[config.mk]
export PLATFORM = sky130hd
export DESIGN_NAME = idecompress_flat
export DESIGN_NICKNAME = d
export VERILOG_FILES = /design/src/rtl/idecompress_if.sv /design/src/rtl/idecompress.sv /design/src/flat_wrapper.sv
export SDC_FILE = /design/constraint.sdc
export NUM_CORES = 1
export LEC_CHECK = 0
export ABC_AREA = 1
export BUFFER_PORTS_ARGS = -buffer_cell sky130_fd_sc_hd__buf_2
export CAP_MARGIN = 20
export CORE_AREA = 2 2 715 717
export CTS_CLUSTER_DIAMETER = 30
export DETAILED_ROUTE_END_ITERATION = 10
export DIE_AREA = 0 0 717 719
export PLACE_DENSITY = 0.3
export SETUP_SLACK_MARGIN = 0.2
export SYNTH_ARGS = -nofsm -noshare
export SYNTH_HDL_FRONTEND = slang
export SYNTH_SLANG_ARGS = --single-unit
[constraint.sdc]
create_clock -name clk -period 3.9 [get_ports clk]
set_clock_uncertainty 0.15 [all_clocks]
set_input_delay 0.975 -clock clk [delete_from_list [all_inputs] [get_ports clk]]
set_output_delay 0.975 -clock clk [all_outputs]
set_load 0.01 [all_outputs]
[src/rtl/idecompress_if.sv]
// Handshake and column bus for the sparse-to-dense column expander.
// master drives entries and start; slave is the expander.
interface idecompress_if #(
  parameter int W_OUT         = 128,
  parameter int SIZE_in_DATA  = 14,
  parameter int SIZE_val_DATA = 8,
  parameter int SIZE_count    = 7
);
  logic                           start;
  logic [SIZE_count:0]            val_count;
  logic                           in_valid;
  logic                           in_ready;
  logic [SIZE_val_DATA-1:0]       in_val;
  logic [SIZE_count-1:0]          in_col;
  logic signed [SIZE_in_DATA-1:0] column_data [W_OUT];
  logic                           out_valid;
  logic                           out_ready;
  logic                           busy;
  logic                           err;

  modport master (
    output start, val_count, in_valid, in_val, in_col, out_ready,
    input  in_ready, column_data, out_valid, busy, err
  );

  modport slave (
    input  start, val_count, in_valid, in_val, in_col, out_ready,
    output in_ready, column_data, out_valid, busy, err
  );
endinterface

[src/rtl/idecompress.sv]
// Sparse (value, column) stream to dense signed column expander.
// Optional macro IDECOMPRESS_ORDER_CHECK_EN flags non-ascending columns.
module idecompress #(
  parameter int W_OUT         = 128,
  parameter int SIZE_in_DATA  = 14,
  parameter int SIZE_val_DATA = 8,
  parameter int SIZE_count    = 7,
  parameter int LEFT_NUM      = 8
) (
  input  logic       clk,
  input  logic       rst_n,
  idecompress_if.slave bus
);

  localparam int CW = SIZE_count + 1;
  localparam int XW = SIZE_in_DATA + SIZE_val_DATA;

  typedef enum logic [1:0] {
    IDLE,
    LOAD,
    DONE
  } state_t;

  state_t                         state_q, state_d;
  logic [CW-1:0]                  remaining_q, remaining_d;
  logic                           err_q, err_d;
  logic signed [SIZE_in_DATA-1:0] col_q [W_OUT];
  logic signed [SIZE_in_DATA-1:0] col_d [W_OUT];
  logic [XW-1:0]                  ext;
  logic [SIZE_in_DATA-1:0]        wval;
  int                             idx;

`ifdef IDECOMPRESS_ORDER_CHECK_EN
  logic [SIZE_count-1:0]          last_col_q, last_col_d;
  logic                           first_q, first_d;
`endif

  assign bus.in_ready    = (state_q == LOAD);
  assign bus.out_valid   = (state_q == DONE);
  assign bus.busy        = (state_q != IDLE);
  assign bus.err         = err_q;
  assign bus.column_data = col_q;

  // Restore magnitude of the incoming entry and locate its column.
  always_comb begin
    ext  = {{SIZE_in_DATA{1'b0}}, bus.in_val} << LEFT_NUM;
    wval = ext[SIZE_in_DATA-1:0];
    idx  = int'(bus.in_col);
  end

  // Next-state, column write and error tracking.
  always_comb begin
    state_d     = state_q;
    remaining_d = remaining_q;
    err_d       = err_q;
    col_d       = col_q;
`ifdef IDECOMPRESS_ORDER_CHECK_EN
    last_col_d  = last_col_q;
    first_d     = first_q;
`endif
    unique case (state_q)
      IDLE: begin
        if (bus.start) begin
          for (int i = 0; i < W_OUT; i++) col_d[i] = '0;
          if (bus.val_count > CW'(W_OUT)) begin
            err_d       = 1'b1;
            remaining_d = CW'(W_OUT);
          end else begin
            err_d       = 1'b0;
            remaining_d = bus.val_count;
          end
          state_d = (bus.val_count == '0) ? DONE : LOAD;
`ifdef IDECOMPRESS_ORDER_CHECK_EN
          first_d = 1'b1;
`endif
        end
      end
      LOAD: begin
        if (bus.in_valid) begin
          if (idx < W_OUT) col_d[idx] = wval;
          else             err_d      = 1'b1;
`ifdef IDECOMPRESS_ORDER_CHECK_EN
          if (!first_q && (bus.in_col <= last_col_q)) err_d = 1'b1;
          last_col_d = bus.in_col;
          first_d    = 1'b0;
`endif
          remaining_d = remaining_q - CW'(1);
          if (remaining_q == CW'(1)) state_d = DONE;
        end
      end
      DONE: begin
        if (bus.out_ready) state_d = IDLE;
      end
      default: state_d = IDLE;
    endcase
  end

  // State and column registers; reset discards any partial column.
  always_ff @(posedge clk or negedge rst_n) begin
    if (!rst_n) begin
      state_q     <= IDLE;
      remaining_q <= '0;
      err_q       <= 1'b0;
      for (int i = 0; i < W_OUT; i++) col_q[i] <= '0;
`ifdef IDECOMPRESS_ORDER_CHECK_EN
      last_col_q  <= '0;
      first_q     <= 1'b1;
`endif
    end else begin
      state_q     <= state_d;
      remaining_q <= remaining_d;
      err_q       <= err_d;
      col_q       <= col_d;
`ifdef IDECOMPRESS_ORDER_CHECK_EN
      last_col_q  <= last_col_d;
      first_q     <= first_d;
`endif
    end
  end

endmodule
[src/flat_wrapper.sv]
// flat-port wrapper written by rule: the top's interface ports become plain ports
module idecompress_flat 
#(
  parameter int W_OUT         = 128,
  parameter int SIZE_in_DATA  = 14,
  parameter int SIZE_val_DATA = 8,
  parameter int SIZE_count    = 7,
  parameter int LEFT_NUM      = 8
)
  (clk, rst_n, bus_start, bus_val_count, bus_in_valid, bus_in_val, bus_in_col, bus_out_ready, bus_in_ready, bus_column_data, bus_out_valid, bus_busy, bus_err);
  idecompress_if #(.W_OUT(W_OUT), .SIZE_in_DATA(SIZE_in_DATA), .SIZE_val_DATA(SIZE_val_DATA), .SIZE_count(SIZE_count)) bus_i ();
  input  logic clk;
  input  logic rst_n;
  input wire logic [$bits(bus_i.start)-1:0] bus_start;
  input wire logic [$bits(bus_i.val_count)-1:0] bus_val_count;
  input wire logic [$bits(bus_i.in_valid)-1:0] bus_in_valid;
  input wire logic [$bits(bus_i.in_val)-1:0] bus_in_val;
  input wire logic [$bits(bus_i.in_col)-1:0] bus_in_col;
  input wire logic [$bits(bus_i.out_ready)-1:0] bus_out_ready;
  output wire logic [$bits(bus_i.in_ready)-1:0] bus_in_ready;
  output wire logic [$bits(bus_i.column_data)-1:0] bus_column_data;
  output wire logic [$bits(bus_i.out_valid)-1:0] bus_out_valid;
  output wire logic [$bits(bus_i.busy)-1:0] bus_busy;
  output wire logic [$bits(bus_i.err)-1:0] bus_err;
  assign bus_i.start = bus_start;
  assign bus_i.val_count = bus_val_count;
  assign bus_i.in_valid = bus_in_valid;
  assign bus_i.in_val = bus_in_val;
  assign bus_i.in_col = bus_in_col;
  assign bus_i.out_ready = bus_out_ready;
  assign bus_in_ready = bus_i.in_ready;
  assign bus_column_data = {>>{bus_i.column_data}};
  assign bus_out_valid = bus_i.out_valid;
  assign bus_busy = bus_i.busy;
  assign bus_err = bus_i.err;
  idecompress #(.W_OUT(W_OUT), .SIZE_in_DATA(SIZE_in_DATA), .SIZE_val_DATA(SIZE_val_DATA), .SIZE_count(SIZE_count), .LEFT_NUM(LEFT_NUM)) u_core (.clk(clk), .rst_n(rst_n), .bus(bus_i));
endmodule
* Word level (Yosys, flattened, before mapping)
Index checks and enable logic that the tools add are counted.
** Cells by class
- Eq/ne operators :: 9
- Multiplexer cells :: 22
- Reduce and logical (&&, ||, !) cells :: 9
- Add/sub/neg operators :: 1
- Bitwise operators :: 1
- Magnitude comparators :: 4
** Operators with widths (count)
- $mux 1792 :: 3
- $pmux 1792 s2 :: 1
- $bwmux 1792 :: 1
- $demux 14 s7 :: 1
- $ge 32x8->1 const B :: 1
- $lt 32x1->1 const B :: 1
- $not 7->32 :: 1
- $mux 8 :: 3
- $pmux 8 s2 :: 1
- $mux 14 :: 1
- $reduce_and 4->1 :: 3
- $mux 2 :: 5
- $eq 8x1->1 const B :: 1
- $gt 8x8->1 const B :: 1
- $logic_not 8->1 :: 1
- $lt 7x8->1 const B :: 1
- $ne 2x2->1 const B :: 4
- $sub 8x1->8 const B :: 1
- $pmux 2 s3 :: 1
- $mux 1 :: 4
- $ne 2x1->1 const B :: 2
- $reduce_bool 2->1 :: 2
- $reduce_and 3->1 :: 1
- $eq 2x1->1 const B :: 1
- other kinds (4) :: 4
** Storage, ports and cells
- Input bits :: 28
- Logic and storage cells :: 177
- Output and inout port bits :: 1796
- Register bits after elaboration :: 1803

* Longest topological paths before layout
Gate-level depths: netlist of run 1.
- Depth after elaboration :: 9
- Mapped depth :: 11
- Mapped depth without buffers :: 8

* Least setup slack after synthesis of run 1
No wires, ideal clock.
- Path kind :: input to register
- Start :: input bus_in_col[0]
- End :: register u_core.col_q, in the netlist u_core.bus.column_data[778]
- Setup slack :: 1565 ps
- Arrival time :: 2062 ps
- Cell stages on the path :: 7
- Path buffers :: 1
- Cell sequence :: inv_1 -> nand3_1 -> buf_2 -> nor2_1 -> nor2_1 -> o21ai_0 -> nand2_1
** On the way
- Word-level cells in the longest chain between the ends :: 9
- Elaborated cells between the ends (all ways) :: 13
- Classes of those cells :: 3 x order compare; 1 x eq/ne; 6 x mux; 1 x bitwise; 2 x reduce/logical
** Ends and longest elaborated chain
- start: declaration :: line flat_wrapper.sv:18 : input wire logic [$bits(bus_i.in_col)-1:0] bus_in_col;
- $not 7->32 (not written as such) :: line idecompress.sv:80 : if (idx < W_OUT) col_d[idx] = wval;
- $ge 32x8->1 (not written as such) / $lt 32x1->1 (equally long branches) :: line idecompress.sv:80
- $logic_and 1x1->1 (not written as such) :: line idecompress.sv:80
- $mux 14 (not written as such) :: line idecompress.sv:80
- $demux 14 s7 :: line idecompress.sv:80
- $bwmux 1792 :: line idecompress.sv:80
- $mux 1792 :: line idecompress.sv:80
- $mux 1792 :: line idecompress.sv:79 : if (bus.in_valid) begin
- $pmux 1792 s2 :: line idecompress.sv:61 : unique case (state_q)
- end signal: assignment :: line idecompress.sv:113 : col_q <= col_d;
- end: declaration :: line idecompress.sv:27 : logic signed [SIZE_in_DATA-1:0] col_q [W_OUT];
Parallel ways exist; a longest one is shown, timed or not. The select of a mux whose other input is x is not followed.
A chain may end at the register's enable or synchronous reset.

* Worst setup path in the final report of run 1
- Start :: register u_core.state_q[1]
- End :: output bus_in_ready
** On the way
- Word-level cells in the longest chain between the ends :: 1
** Ends and longest elaborated chain
- start: declaration :: line idecompress.sv:24 : state_t state_q, state_d;
- start signal: assignment :: line idecompress.sv:110 : state_q <= state_d;
- $eq 2x1->1 :: line idecompress.sv:38 : assign bus.in_ready = (state_q == LOAD);
- end: declaration :: line flat_wrapper.sv:20 : output wire logic [$bits(bus_i.in_ready)-1:0] bus_in_ready;
Every way passes these cells.

==> key figures, run 1 <==
Pwr
  • Sw frac: 33.45%
  • Combinational Power Share: between 10% and 20%
  • Total power: 38.24 mW
  • Internal power: roughly 25 mW
  • Leak Pwr: about 31 nW
  • Sw Pwr: 12.79 mW
  • Clock Power Share: 59.0%
  • Share of power burned in registers: 21.9%
  • Worst VDD drop: between 0.0003 and 0.0004 V
  • Pwr/cell area: around 640 nW/um^2

Clock network
  • Clock Pin Slew Worst Setup and Hold Paths: approximately 0.040 ns
  • Post-CTS Setup Bufs: 0
  • Root Driver: clkbuf_16
  • Total CTS buffers: ~300
  • Clk sinks: 779
  • H-tree levels: 5
  • CTS tree: yes
  • Post-CTS Resized: 0
  • Worst skew pair latency: around 0.82 ns
  • CTS max path bufs: 4

Die
  • CORE AREA: around 500,000 sq um
  • Die ar.: between 500,000 and 600,000 sq um
  • Rows: ~260
  • Width of the die: between 700 and 800 um
  • Die Y: about 720 um
  • Initial core utilization: under 10%
  • I/O pins: 1,824

Setup path
  • CP most frequent cell: inv_2
  • Startpoint types: flop
  • Reg-to-reg endpoint: u_core.bus.column_data[558]
  • Worst-case register-to-register setup slack: ~1.1 ns
  • Crit. End Element: output pin
  • Worst-path fanout max: 10
  • CP arrival: roughly 2.2 ns
  • Worst path slowest cell: dfrtp_1
  • R2r startpoint: u_core.state_q[0]
  • Worst Path Required: approximately 2.8 ns
  • Bufs and invs on worst path: 4
  • Max stage delay on crit path: roughly 0.43 ns
  • Crit path kind: reg -> out
  • R2R depth: 8
  • Top delay family on crit path: buffers and inverters
  • CP Cell Sequence: inv_2 -> nand2_2 -> inv_2 -> buf_4 -> buf_2

Layout
  • Final core utilization: 11.69%
  • Fraction of layout instances using a drive strength above 1: 25.29%
  • Nets: just under 6,000
  • Area added between synthesis and finish: 50.23%
  • Fill cell count: 58,720

Synthesis
  • Warning count from the yosys run: 0
  • Post-Syn Instances: approximately 4,700
  • Mapped Area: a little under 40,000 sq um
  • Number of distinct library cells after synthesis: 24
  • Yosys reg bits: 779
  • Seq/Total Area, Yosys: between 40% and 50%
  • Synthesized area per cell: between 8 and 9 sq um

STA
  • Worst Tran Pin Value: ~1 ns
  • Max-slew violations: 0
  • Final setup margin: approximately 0.54 ns
  • Max frequency: approximately 300 MHz
  • Hold Vio Cnt, Final: 0
  • Rel. slew slack: between 30 and 40%
  • Post-layout minimum cycle time: between 3 and 4 ns
  • Setup violators final: 0
  • Period utilization: a little under nine tenths
  • RSZ-0062 raised after global routing: false

Placed design
  • Port bufs: ~800
  • Setup slack at placement: -0.1013 ns
  • DP Wirelength: about 170,000 um
  • Routability cong.: approximately 0.70

GRT
  • Tot GR Track Use: roughly 8.2%
  • Pin count of the biggest net entering global routing: between 100 and 150
  • First-pass GRT wire length: 287,800 um
  • Initial antenna violation count: 33
  • Vias in the first global route: 31,400
  • Grt ovf: 0

Drt
  • DRT iter0 DRCs: between 1,500 and 2,000
  • Antenna violation net count after detailed routing: 0
  • Residual DRC count: 0
  • Vias/cell: between 2 and 3
  • WL per Instance: roughly 17 um
  • Detailed Routing Iterations Pass 1: 5
  • Total wire length: 220,700 um
  • Vias: ~32,000

Hold path
  • Hold Path Depth: 2
  • Min-Delay Path Class: reg -> reg
  • Hold endpoint: u_core.bus.column_data[474]
  • HP Start: u_core.bus.column_data[474]

Run
  • Maxcap violations: 0

Outcome
  • Run status: finished, final reports clean
[cells in the final DEF (no fill, tap or decap), drive strengths merged, types with 2 or more instances in the layout]
cell	instances
nor3	2
buf	1009
nand4	2
diode	13
nand2	1804
clkbuf	444
bufinv	8
ha	2
o21ai	538
clkinv	66
a21oi	27
nand3	20
dfrtp	779
conb	1024
nor2	229
inv	150
[final cells by class]
| class | count | area, sq um | share of cell area, % |
|---|---|---|---|
| flip-flops and latches | 779 | 19490 | 32.85 |
| clock buffers | 444 | 8671 | 14.61 |
| inverters | 141 | 541.8 | 0.9128 |
| multi-input cells | 3649 | 14840 | 25.00 |
| well taps | 6732 | 8423 | 14.19 |
| clock inverters | 83 | 1021 | 1.720 |
| diodes | 13 | 32.53 | 0.05481 |
| repair buffers | 1010 | 6326 | 10.66 |
[cells in the mapped netlist]
master	n	area, sq um
o21ai_2	40	350.3
nor2_2	1	6.260
buf_4	1043	7830
a21oi_1	15	75.07
nand2_1	1802	6764
clkbuf_1	43	161.4
nand4_1	2	12.51
nand2_2	2	12.51
nand3_1	20	100.1
and2_1	1	6.260
nor2_1	225	844.6
o21ai_1	24	120.1
buf_1	9	33.78
ha_1	2	25.02
dfrtp_1	779	19490
inv_2	4	15.01
conb_1	1	3.750
buf_2	60	300.3
a21oi_2	12	105.1
nor3_1	2	10.01
buf_6	28	315.3
o21ai_0	474	2372
inv_1	137	514.2
nor2_4	3	33.78
[how the worst max path moves through the flow]
stage / start / end / cells after the start
after detailed placement: bus_in_col[0] / u_core.bus.column_data[1062] / 8
after global placement: bus_in_col[0] / u_core.bus.column_data[1062] / 8
after global routing: u_core.state_q[1] / bus_in_ready / 5
final: u_core.state_q[1] / bus_in_ready / 5
after floorplan: bus_in_col[0] / u_core.bus.column_data[778] / 7
after CTS: u_core.state_q[1] / bus_in_ready / 5
[what timing repair did]
action / 4_1_cts / 5_1_grt
hold endpoints to repair: 7 / 0
endpoints found under the setup margin: 0 / 0
hold buffers: 1 / 0
[worst min-delay path, cell delays in order (launching register included)]
cell and delay [ns]:
dfrtp_1 0.33, nand2_1 0.05, nand2_1 0.04
[per-stage QoR]
step           TNS (ns)  cells  area [sq um]  hold slack, ns
2_1_floorplan         0   5752         43350          0.3208
3_3_place_gp    -0.6903  12310         49620          0.2991
3_5_place_dp    -0.8177  12310         49620          0.3030
4_1_cts               0  12840         59320          0.1854
5_1_grt               0  12840         59320          0.2469
6_report              0  12850         59350          0.3083
[per-layer routing]
metal	up-vias	global-route usage (%)	share of wire, %
met4	0	2.904	3.5
met3	322	2.407	7.7
met1	15360	9.828	41
met5	-	0	0
li1	15130	-	-
met2	1383	13.74	48
[power by group through the flow]
stage | registers, mW | clock network [mW] | logic [mW]
finish | 8.36 | 22.6 | 7.30
global route | 8.37 | 23.7 | 8.05
CTS | 8.36 | 23.2 | 7.71
detailed placement | 8.47 | 0 | 7.70
global placement | 8.47 | 0 | 7.74
floorplan | 8.49 | 0 | 4.15
[registers in the layout, indices dropped and copies added (netlist names)]
register / flops
u_core.bus.column_data: 768
u_core.bus.err: 1
u_core.remaining_q: 8
u_core.state_q: 2
[cell families after synthesis]
kind of cell               share of synthesized area, %
adders and majority gates                       0.06333
other                                          0.009492
DFF                                               49.34
and+or+nand+nor                                   19.72
AOI/OAI and AO/OA                                 7.652
buffers and inverters                             23.21
(Power assumes the default switching activity.)
==> inputs of run 2 (changes only) <==
--- a/config.mk
+++ b/config.mk
@@ -17,3 +17,4 @@
 export SYNTH_ARGS = -nofsm -noshare
 export SYNTH_HDL_FRONTEND = slang
 export SYNTH_SLANG_ARGS = --single-unit
+export TNS_END_PERCENT = 5
==> constraint.sdc (replaced) <==
create_clock -name clk -period 3.75 [get_ports clk]
set_clock_uncertainty 0.15 [all_clocks]
set_input_delay 0.9375 -clock clk [delete_from_list [all_inputs] [get_ports clk]]
set_output_delay 0.9375 -clock clk [all_outputs]
set_load 0.01 [all_outputs]
==> run 2 against run 1 <==
  * Final area is 0.37% higher
  * Flip-flop and latch count unchanged
  * Routed wire length is essentially flat
  * Critical path type unchanged
  * Critical endpoint unchanged
  * Largest cell class unchanged
  * Highest routed layer unchanged
==> key figures, run 2 (synthesized netlist as in run 1, its figures left out) <==
Outcome
  • Run status: finished, final reports clean

Setup path
  • Max stage delay on crit path: about 0.43 ns
  • Reg-to-reg endpoint: u_core.bus.column_data[638]
  • Worst path slowest cell: dfrtp_1
  • Top delay family on crit path: buffers and inverters
  • R2R depth: 7
  • Bufs and invs on worst path: 3
  • Worst-path fanout max: 10
  • R2r startpoint: u_core.state_q[0]
  • Crit. End Element: output pin
  • Crit path kind: reg -> out
  • CP Cell Sequence: inv_2 -> nand2_2 -> inv_4 -> buf_2
  • Startpoint types: flop
  • CP arrival: roughly 2 ns
  • Worst Path Required: between 2 and 3 ns
  • Worst-case register-to-register setup slack: roughly 1.2 ns

STA
  • Max frequency: around 320 MHz
  • Post-layout minimum cycle time: between 3 and 4 ns
  • Setup violators final: 0
  • Worst Tran Pin Value: ~0.87 ns
  • RSZ-0062 raised after global routing: false
  • Final setup margin: approximately 0.65 ns
  • Period utilization: 82.71%
  • Rel. slew slack: roughly 41%
  • Setup TNS: 0 ns
  • Hold Vio Cnt, Final: 0
  • Max-slew violations: 0
  • Hold slack final: between 0.2 and 0.3 ns

Die
  • Die ar.: slightly above 500,000 sq um
  • Rows: 262
  • CORE AREA: about 510,000 sq um
  • Die Y: a little over 700 um
  • Width of the die: between 700 and 800 um
  • Initial core utilization: 7.780%
  • I/O pins: 1,824

Placed design
  • Dpl cell area: around 50,000 sq um
  • Routability cong.: about 0.70
  • # placed instances: around 12,000
  • Port bufs: about 800
  • DP Wirelength: around 170,000 um
  • Setup slack at placement: about 0.13 ns

Layout
  • Area added between synthesis and finish: 50.79%
  • Post-route insts no fill: around 13,000
  • Fraction of layout instances using a drive strength above 1: between 20% and 30%
  • Nets: around 6,000
  • Largest register FFs: 768
  • Post-Layout Inst Area: around 60,000 sq um
  • Commonest non-fill, non-tap cells in the layout: nand2_1, conb_1, buf_2
  • Final core utilization: 11.73%
  • Most common cell after layout, fill and taps aside: nand2_1

Drt
  • Detailed Routing Iterations Pass 1: 5
  • Vias: around 32,000
  • Antenna violation net count after detailed routing: 0
  • Residual DRC count: 0
  • Total wire length: roughly 220,000 um
  • DRT iter0 DRCs: around 1,600
  • WL per Instance: 17.16 um
  • Vias/cell: 2.516

GRT
  • Grt ovf: 0
  • Vias in the first global route: between 30,000 and 40,000
  • Pin count of the biggest net entering global routing: 113
  • Tot GR Track Use: 8.157%
  • Initial antenna violation count: 35
  • First-pass GRT wire length: ~290,000 um

Clock network
  • Clock Pin Slew Worst Setup and Hold Paths: about 0.03 ns
  • Root Driver: clkbuf_16
  • Clk sinks: approximately 800
  • CTS max path bufs: 4
  • Total CTS buffers: 297
  • H-tree levels: 5
  • CTS tree: yes
  • Worst skew pair latency: about 0.83 ns

Hold path
  • Hold Path Depth: 4
  • HP Start: bus_out_ready
  • Min-Delay Path Class: in -> reg
  • Hold endpoint: u_core.state_q[1]

Run
  • Maxcap violations: 0

Pwr
  • Pwr/cell area: a little under 700 nW/um^2
  • Worst VDD drop: between 0.0003 and 0.0004 V
  • Total power: roughly 40 mW
  • Leak Pwr: ~32 nW
-- run 2: changes by cell type in the layout (fill, tap and decap cells not counted), sizes merged --
cell,before,now
clkbuf,444,451
clkinv,66,64
bufinv,8,7
clkinvlp,0,1
diode,13,14
-- run 2: worst min-delay path, cell delays in order --
cell and delay (ns):
buf_2 0.08, nor3_1 0.05, inv_1 0.07, nand2_1 0.06
-- run 2: how the worst max path moves through the flow --
stage,startpoint,to,depth (start not counted)
after CTS,u_core.state_q[1],bus_in_ready,4
after detailed placement,bus_in_col[0],u_core.bus.column_data[723],8
after global routing,u_core.state_q[1],bus_in_ready,4
after global placement,bus_in_col[5],u_core.bus.column_data[1103],9
final,u_core.state_q[1],bus_in_ready,4
after floorplan,bus_in_col[0],u_core.bus.column_data[778],7
-- run 2: layout make-up --
| cell class | instances | area (sq um) |
|---|---|---|
| repair buffers | 1010 | 6284 |
| clock inverters | 81 | 1005 |
| diodes | 14 | 35.03 |
| well taps | 6732 | 8423 |
| inverters | 141 | 544.3 |
| flip-flops and latches | 779 | 19490 |
| multi-input cells | 3649 | 14840 |
| fillers | 58640 | 448200 |
| clock buffers | 451 | 8945 |
-- run 2: report_power, final --
part	total (mW)	switching, mW	internal, mW
clock network	24.0	7.28	16.8
logic	7.46	5.99	1.46
registers	8.71	0.114	8.60
total	40.2	13.4	26.8
-- run 2: timing repair --
action	in CTS	in global routing
hold buffers	1	0
buffers inserted	0	0
hold endpoints to repair	10	0
resized for setup	1	0
endpoints found under the setup margin	1	0
-- run 2: per-layer routing --
layer	GRT usage [%]	part of all wire (%)	routed length (um)
met5	0	0	0
met4	2.664	3.1	6829
met3	2.221	7.0	15400
met2	13.85	49	107200
met1	9.897	41	91190
==> inputs of run 3 (changes only) <==
==> constraint.sdc (replaced) <==
create_clock -name clk -period 3 [get_ports clk]
set_clock_uncertainty 0.15 [all_clocks]
set_input_delay 0.75 -clock clk [delete_from_list [all_inputs] [get_ports clk]]
set_output_delay 0.75 -clock clk [all_outputs]
set_load 0.01 [all_outputs]
==> run 3 against run 2 <==
  * Die area stayed put
  * Clock power is 24% higher
  * Critical endpoint unchanged
  * Non-clock buffer count is 180 higher
  * Final cell count is 1.3% higher
  * Global-route usage is 0.079 points higher
==> key figures, run 3 (synthesized netlist as in run 1, its figures left out) <==
Drt
  • Total wire length: 222,000 um
  • Residual DRC count: 0
  • DRT iter0 DRCs: about 1,600
  • Antenna violation net count after detailed routing: 0
  • Vias/cell: ~2.5
  • WL per Instance: 17.05 um
  • Detailed Routing Iterations Pass 1: 5
  • Vias: 32,750

Layout
  • Largest register FFs: between 700 and 800
  • Fraction of layout instances using a drive strength above 1: between 20% and 30%
  • Final core utilization: about an eighth
  • Fill cell count: 58,660
  • Register area: 19,500 sq um
  • Nets: between 6,000 and 7,000
  • Most common cell after layout, fill and taps aside: nand2_1
  • Multi-input gate area: 14,840 sq um
  • Area added between synthesis and finish: 55.05%
  • Commonest non-fill, non-tap cells in the layout: nand2_1, conb_1, buf_2

STA
  • Max-slew violations: 0
  • Worst Tran Pin Value: around 0.8 ns
  • RSZ-0062 raised after global routing: true
  • Period utilization: about nine tenths
  • Hold Vio Cnt, Final: 0
  • Max frequency: 363.4 MHz
  • Setup TNS: 0 ns
  • Post-layout minimum cycle time: around 2.8 ns
  • Setup violators final: 0
  • Rel. slew slack: roughly 46%

Setup path
  • CP Cell Sequence: nand2_2 -> inv_2 -> buf_12 -> buf_6
  • Max stage delay on crit path: approximately 0.46 ns
  • CP arrival: between 1.5 and 2 ns
  • Worst path slowest cell: dfrtp_2
  • Crit. End Element: output pin
  • Top delay family on crit path: flip-flops
  • Bufs and invs on worst path: 3
  • Startpoint types: flop
  • Crit path kind: reg -> out
  • Worst-path fanout max: 6
  • Worst Path Required: between 2 and 2.5 ns

Die
  • Die Y: around 720 um
  • Rows: roughly 260
  • CORE AREA: between 500,000 and 600,000 sq um
  • Die ar.: 515,500 sq um
  • Initial core utilization: under 10%
  • Width of the die: 717 um
  • I/O pins: approximately 1,800

Pwr
  • Sw frac: 32.94%
  • Internal power: around 34 mW
  • Leak Pwr: 32.56 nW
  • Clock Power Share: about three fifths
  • Sw Pwr: around 17 mW
  • Pwr/cell area: ~830 nW/um^2
  • Worst VDD drop: approximately 0.00061 V
  • Combinational Power Share: approximately a fifth
  • Share of power burned in registers: 21.3%

GRT
  • Initial antenna violation count: 29
  • Vias in the first global route: about 32,000
  • Pin count of the biggest net entering global routing: 122
  • First-pass GRT wire length: 291,100 um
  • Grt ovf: 0
  • Tot GR Track Use: under 10%

Clock network
  • Total CTS buffers: roughly 290
  • Clock Pin Slew Worst Setup and Hold Paths: roughly 0.030 ns
  • CTS max path bufs: 4
  • H-tree levels: 5
  • Worst skew pair latency: ~0.88 ns
  • Root Driver: clkbuf_16
  • CTS tree: yes
  • Clk sinks: just under 800

Placed design
  • Port bufs: 797
  • DP Wirelength: between 150,000 and 200,000 um
  • Routability cong.: 0.7082

Run
  • Maxcap violations: 0

Hold path
  • Min-Delay Path Class: in -> reg

Outcome
  • Run status: finished, final reports clean
run 3: cell types whose count changed in the layout (fill, tap and decap cells not counted), moves of 2 or more:
| cell | previous run | this run |
|---|---|---|
| clkbuf_1 | 64 | 71 |
| dlygate4sd3_1 | 1 | 8 |
| buf_2 | 796 | 794 |
| inv_6 | 5 | 1 |
| clkinv_8 | 5 | 9 |
| clkbuf_8 | 87 | 90 |
| buf_12 | 54 | 88 |
| clkbuf_16 | 300 | 294 |
| diode_2 | 14 | 10 |
| clkinv_2 | 48 | 31 |
| buf_4 | 157 | 297 |
| bufinv_16 | 7 | 9 |
run 3: power by group through the flow:
stage	registers, mW	clock network, mW	logic [mW]
5_1_grt	10.9	31.4	11.5
2_1_floorplan	11.0	0	5.40
4_1_cts	10.9	30.8	10.9
3_5_place_dp	11.0	0	10.9
3_3_place_gp	11.0	0	10.9
6_report	10.9	29.8	10.4
run 3: per-layer routing:
| metal | share of wire [%] | global-route usage (%) |
|---|---|---|
| met1 | 41 | 9.817 |
| met2 | 49 | 13.97 |
| met3 | 7.8 | 2.682 |
| met4 | 2.8 | 2.486 |
| met5 | 0 | 0 |
run 3: repair_timing:
item	in CTS	in global routing
hold buffers	8	0
buffers inserted	4	1
resized for setup	2	1
hold endpoints to repair	111	0
endpoints found under the setup margin	4	2
run 3: worst reg2reg max path: stages, from the launching register on:
cell     delay [ns]
dfrtp_2        0.43
buf_4          0.14
a21oi_2        0.20
nand2_8        0.13
buf_12         0.19
nor2_4         0.42
buf_12         0.24
buf_12         0.25
nand2_1        0.09
nand2_1        0.09
run 3: metrics by stage:
| stage | hold WS, ns | worst slack (ns) | area, sq um | total power, mW | std cells |
|---|---|---|---|---|---|
| 2_1_floorplan | 0.3044 | 0.8903 | 43350 | 16.43 | 5752 |
| 3_3_place_gp | 0.2995 | -0.4950 | 51250 | 21.94 | 12480 |
| 3_5_place_dp | 0.3039 | -0.1058 | 51260 | 21.89 | 12480 |
| 4_1_cts | 0.006546 | 0.07786 | 61220 | 52.61 | 13010 |
| 5_1_grt | 0.06837 | 0.1314 | 61230 | 53.78 | 13010 |
| 6_report | 0.1523 | 0.2481 | 61250 | 51.11 | 13020 |
run 3: final timing paths:
kind,slack (ns),depth (start not counted),to,startpoint
setup / recovery,0.25,4,bus_in_ready,u_core.state_q[0]
hold / removal,0.15,5,u_core.remaining_q[6],bus_val_count[6]
setup reg to reg,0.55,9,u_core.bus.column_data[292],u_core.state_q[1]
hold reg to reg,0.31,2,u_core.bus.column_data[1077],u_core.bus.column_data[1077]
max in group asynchronous,1.42,3,u_core.bus.column_data[908],rst_n
min in group asynchronous,0.30,2,u_core.bus.column_data[1468],rst_n
run 3: layout make-up:
type                    count  share of cell area (%)
flip-flops and latches    779                   31.83
well taps                6732                   13.75
multi-input cells        3649                   24.23
inverters                 141                  0.8845
repair buffers           1190                   13.19
diodes                     10                 0.04085
clock inverters            64                   1.604
clock buffers             455                   14.47
